==> src/rtl/io_uart_tx_buffer.sv <==
// rtl/io_uart_tx_buffer.sv - byte FIFO between core output strobe and an 8N1 UART transmitter
// Frames are sent LSB first; a pop on the stop-bit end edge gives back-to-back frames.
module io_uart_tx_buffer #(
  parameter int CLKS_PER_BIT = 868,
  parameter int FIFO_DEPTH   = 16,
  parameter int ADDR_W       = 4
) (
  input  logic        clk,
  input  logic        rst,
  input  logic        out_issued,
  input  logic [31:0] out_data,
  output logic        out_stall,
  output logic        txd,
  output logic        tx_busy,
  output logic [31:0] sent_count,
  output logic        overflow
);

  localparam int BAUD_W = (CLKS_PER_BIT > 2) ? $clog2(CLKS_PER_BIT) : 1;
  localparam logic [BAUD_W-1:0] BAUD_LAST  = BAUD_W'(CLKS_PER_BIT - 1);
  localparam logic [ADDR_W:0]   COUNT_FULL = (ADDR_W + 1)'(FIFO_DEPTH);

  typedef enum logic [1:0] {
    S_IDLE  = 2'd0,
    S_START = 2'd1,
    S_DATA  = 2'd2,
    S_STOP  = 2'd3
  } state_t;

  state_t r_state;
  state_t w_next_state;

  logic [7:0]        r_mem [FIFO_DEPTH];
  logic [ADDR_W-1:0] r_wr_ptr;
  logic [ADDR_W-1:0] r_rd_ptr;
  logic [ADDR_W:0]   r_count;
  logic              r_overflow;

  logic [BAUD_W-1:0] r_baud;
  logic [2:0]        r_bit_idx;
  logic [7:0]        r_shift;
  logic              r_txd;
  logic [31:0]       r_sent_count;

  logic              w_full;
  logic              w_empty;
  logic              w_push;
  logic              w_pop;
  logic              w_baud_end;
  logic              w_baud_run;
  logic              w_txd_next;
  logic              w_shift;
  logic              w_frame_done;
  logic [7:0]        w_head;
  logic [23:0]       w_unused_hi;

  assign w_full      = (r_count == COUNT_FULL);
  assign w_empty     = (r_count == '0);
  assign w_push      = out_issued && !w_full;
  assign w_head      = r_mem[r_rd_ptr];
  assign w_baud_end  = (r_baud == BAUD_LAST);
  assign w_unused_hi = out_data[31:8];

  always_ff @(posedge clk) begin
    if (w_push) begin
      r_mem[r_wr_ptr] <= out_data[7:0];
    end
  end

  // A push while full is dropped even when a pop frees a slot on the same edge.
  always_ff @(posedge clk) begin
    if (rst) begin
      r_wr_ptr   <= '0;
      r_rd_ptr   <= '0;
      r_count    <= '0;
      r_overflow <= 1'b0;
    end else begin
      if (w_push) begin
        r_wr_ptr <= r_wr_ptr + 1'b1;
      end
      if (w_pop) begin
        r_rd_ptr <= r_rd_ptr + 1'b1;
      end
      if (w_push && !w_pop) begin
        r_count <= r_count + 1'b1;
      end else if (!w_push && w_pop) begin
        r_count <= r_count - 1'b1;
      end
      if (out_issued && w_full) begin
        r_overflow <= 1'b1;
      end
    end
  end

  always_ff @(posedge clk) begin
    if (rst) begin
      r_state <= S_IDLE;
    end else begin
      r_state <= w_next_state;
    end
  end

  always_comb begin
    w_next_state = r_state;
    case (r_state)
      S_IDLE: begin
        if (!w_empty) begin
          w_next_state = S_START;
        end
      end
      S_START: begin
        if (w_baud_end) begin
          w_next_state = S_DATA;
        end
      end
      S_DATA: begin
        if (w_baud_end && (r_bit_idx == 3'd7)) begin
          w_next_state = S_STOP;
        end
      end
      S_STOP: begin
        if (w_baud_end) begin
          w_next_state = w_empty ? S_IDLE : S_START;
        end
      end
      default: w_next_state = S_IDLE;
    endcase
  end

  always_comb begin
    w_pop        = 1'b0;
    w_txd_next   = r_txd;
    w_shift      = 1'b0;
    w_frame_done = 1'b0;
    w_baud_run   = (r_state != S_IDLE);
    case (r_state)
      S_IDLE: begin
        w_txd_next = 1'b1;
        if (!w_empty) begin
          w_pop      = 1'b1;
          w_txd_next = 1'b0;
        end
      end
      S_START: begin
        if (w_baud_end) begin
          w_txd_next = r_shift[0];
        end
      end
      S_DATA: begin
        if (w_baud_end) begin
          w_shift    = 1'b1;
          w_txd_next = (r_bit_idx == 3'd7) ? 1'b1 : r_shift[1];
        end
      end
      S_STOP: begin
        if (w_baud_end) begin
          w_frame_done = 1'b1;
          w_pop        = !w_empty;
          w_txd_next   = w_empty;
        end
      end
      default: w_txd_next = 1'b1;
    endcase
  end

  always_ff @(posedge clk) begin
    if (rst) begin
      r_baud       <= '0;
      r_bit_idx    <= '0;
      r_shift      <= '0;
      r_txd        <= 1'b1;
      r_sent_count <= '0;
    end else begin
      r_txd <= w_txd_next;
      if (!w_baud_run || w_baud_end) begin
        r_baud <= '0;
      end else begin
        r_baud <= r_baud + 1'b1;
      end
      if (w_pop) begin
        r_shift <= w_head;
      end else if (w_shift) begin
        r_shift <= r_shift >> 1;
      end
      if (r_state == S_START) begin
        r_bit_idx <= '0;
      end else if (w_shift) begin
        r_bit_idx <= r_bit_idx + 1'b1;
      end
      if (w_frame_done) begin
        r_sent_count <= r_sent_count + 1'b1;
      end
    end
  end

  assign out_stall  = w_full;
  assign txd        = r_txd;
  assign tx_busy    = (r_state != S_IDLE);
  assign sent_count = r_sent_count;
  assign overflow   = r_overflow;

endmodule

==> config.mk <==
export PLATFORM = sky130hd
export DESIGN_NAME = io_uart_tx_buffer
export DESIGN_NICKNAME = d
export VERILOG_FILES = /design/src/rtl/io_uart_tx_buffer.sv
export SDC_FILE = /design/constraint.sdc
export NUM_CORES = 1
export LEC_CHECK = 0
export CAP_MARGIN = 20
export CORE_MARGIN = 10
export CORE_UTILIZATION = 58
export CTS_CLUSTER_SIZE = 24
export DETAILED_ROUTE_END_ITERATION = 8
export PLACE_DENSITY = 0.8
export SYNTH_ARGS = -nofsm -noshare
export SYNTH_HDL_FRONTEND = slang
export SYNTH_SLANG_ARGS = --single-unit
==> constraint.sdc <==
create_clock -name clk -period 3.63 [get_ports clk]
set_clock_uncertainty 0.2 [all_clocks]
set_input_delay 0.726 -clock clk [delete_from_list [all_inputs] [get_ports clk]]
set_output_delay 0.726 -clock clk [all_outputs]
set_load 0.005 [all_outputs]
==> results of run 1 <==
[cells in the mapped netlist, types with 9 or more instances]
master      n  area share
nor2_1     61       0.027
ha_1       18       0.027
a21oi_1    23       0.014
edfxtp_1  128        0.46
nand3_1    18       0.011
xor2_1     14       0.015
o21ai_0    14      0.0084
dfxtp_1    74        0.18
nand2_1    25       0.011
mux4_2     31       0.084
a22oi_1    14       0.013
nor3_1     15      0.0090
or3_1      10      0.0075
clkbuf_1   23       0.010
inv_1      14      0.0063
xnor2_1    22       0.023
nand4_1     9      0.0067
[worst reg2reg max path, cell delays in order (launching register included)]
cell,delay (ns)
dfxtp_1,0.38
ha_1,0.27
and4b_1,0.41
nand4_4,0.13
a21oi_1,0.23
inv_1,0.13
ha_1,0.22
inv_1,0.14
ha_1,0.29
a21o_1,0.17
a21oi_1,0.16
xnor2_1,0.10
or3_1,0.31
a21oi_1,0.14
[cells by family (layout without fill, tap and decap cells)]
family,after synthesis,count (layout),share of synthesized area
compound gates,80,80,0.06235
buf+inv,44,120,0.02083
mux,41,41,0.09592
fa+ha+maj,19,19,0.02938
simple gates,184,184,0.1159
xor+xnor,36,36,0.03777
flops,202,202,0.6379
[worst paths after layout]
kind	endpoint	slack (ns)	depth (start not counted)
worst max-delay path	r_count[4]	0.27	13
worst min-delay path	overflow	0.28	2
worst max register to register	r_count[4]	0.27	13
worst min register to register	overflow	0.28	2
[registers in the layout, indices dropped and copies added, names as in the netlist, named ones only]
name        flops
r_state         2
overflow        1
r_wr_ptr        4
sent_count     32
r_mem         128
r_shift         8
r_count         5
txd             1
r_rd_ptr        4
r_bit_idx       3
r_baud         10
[stage by stage]
step	instances	total power [uW]	cell area, um2
final	862	6132	9753
after global routing	862	6414	9753
after global placement	824	3966	9074
after CTS	862	6166	9753
after floorplan	606	3712	8348
after detailed placement	824	4042	9074
[area by class of cell]
class	count	area, um2	area share
sequential	202	5326	0.5461
multi-input combinational	360	2849	0.2921
timing repair buffer	68	620.6	0.06363
clock buffer	22	529.3	0.05427
tap	180	225.2	0.02309
clock inverter	16	150.1	0.01539
inverter	14	52.55	0.005388
[routing by layer]
layer / track usage / vias to the layer above / routed length, um
li1: - / 2411 / -
met1: 0.2226 / 2607 / 7119
met2: 0.3123 / 168 / 9229
met3: 0.03719 / 39 / 1017
met4: 0.06413 / 0 / 483
met5: 0 / - / 0
[report_power, final]
part	internal [uW]	leakage [uW]	switching [uW]
Clock	1270	0.000337	845
Combinational	614	0.00118	649
Sequential	2590	0.00176	166
Total	4470	0.00328	1660
==> results.cfg, run 1 <==
[synthesis]
synthArstFlopShare = 0
yosysSeqAreaShare = 0.6379
yosysWarnings = 0
synthCells = 606
synthDistinctLibCells = 47
syn-num-nets = 660
synth-edff-count = 128
ys_seq_elements = 202
synth_ff_type = edfxtp_1
synth_area_um2 = 8348
avgSynthCellArea_um2 = 13.78

[setup_path]
worst-path-buf-inv = 2
cpLargestDelayFamily = simple AND/OR/NAND/NOR gates
criticalPathCategory = reg -> reg
slowest_delay_ns = 0.41
path_max_fanout = 7
cp-startpoint = r_baud[0]
end_kind = flip-flop
crit_path_cell_trace = ha_1 -> and4b_1 -> nand4_4 -> a21oi_1 -> inv_1 -> ha_1 -> inv_1 -> ha_1 -> a21o_1 -> a21oi_1 -> xnor2_1 -> or3_1 -> a21oi_1
r2r_start = r_baud[0]
cp_slowest_cell = and4b_1
start_kind = flip-flop
required_ns = 3.85
cp.arrival_ns = 3.58

[clock_tree]
cts_max_level = 1
clockBufferDepth = 3
clk_pin_slew_ns = 0.06
post_cts_resized = 0
clk_latency_ns = 0.50
cts_hold_buf = 0
cts-buffers-inserted = 21
postCtsSetupRepairBufs = 0
cts_tree = yes
root_buffer = clkbuf_16
clock_sink_count = 202

[pwr]
p_per_area_nw_per_um2 = 628.7
p_leak_uw = 0.003277
ir_drop_uv = 398.1

[global_route]
gr-total-overflow = 0
grt_pass1_wl_um = 28780
grt_pass1_vias = 5271
grt_max_degree = 38
antenna_found_initial = 0
grt_use_total = 0.1819

[detailed_routing]
drc = 0
post_drt_wl_per_cell_um = 20.71
antenna_left = 0
firstDrtPassIters = 5
num_vias = 5225
via_per_inst = 6.061
dr.first_iter.drc_count = 360
wirelength_um = 17850

[floorplan]
dieWidth_um = 140.0
design.portCount = 71
core_area_um2 = 13990
die_h_um = 140.0
rows = 43
dieArea_um2 = 19590
start_util = 0.5968

[final_layout]
area_growth_pct = 16.83
final_cell_mix = 128 x edfxtp_1, 73 x dfxtp_1, 61 x nor2_1
nets = 721
fin_util = 0.6972
n_fill_cell = 915
layout_commonest_cell = edfxtp_1
drive_above_1_share = 0.1349
antenna_cells = 0

[timing]
relSlewSlack = 0.3891
rsz0062_at_grt = false
finalSetupViolations = 0
hold_viol_final = 0
layout_min_cycle_time_ns = 3.359
worst_slew_pin_slew_ns = 0.9163
holdWs_ns = 0.2809
drv_slew = 0
min_period_over_period = 0.9252
fmax_mhz = 297.7
tns_ns = 0
fin_ws_ns = 0.2714

[place]
numPortBuffers = 46
place.gp.congestion = 0.8144
dp_hpwl_um = 11440
dpl_worst_slack_ns = 0.2310

[run_status]
status = complete, no violations

[flow_run]
max-cap-violations = 0

[min_path]
min_from = overflow
hp-class = reg -> reg
Note: power is estimated with default switching activity, not from simulation.
==> run 2: changes to the inputs <==
--- a/config.mk
+++ b/config.mk
@@ -5,6 +5,7 @@
 export SDC_FILE = /design/constraint.sdc
 export NUM_CORES = 1
 export LEC_CHECK = 0
+export ABC_CLOCK_PERIOD_IN_PS = 3630
 export CAP_MARGIN = 20
 export CORE_MARGIN = 10
 export CORE_UTILIZATION = 58
==> results of run 2 <==
Final layout, timing and power as in run 1 (identical DEF).
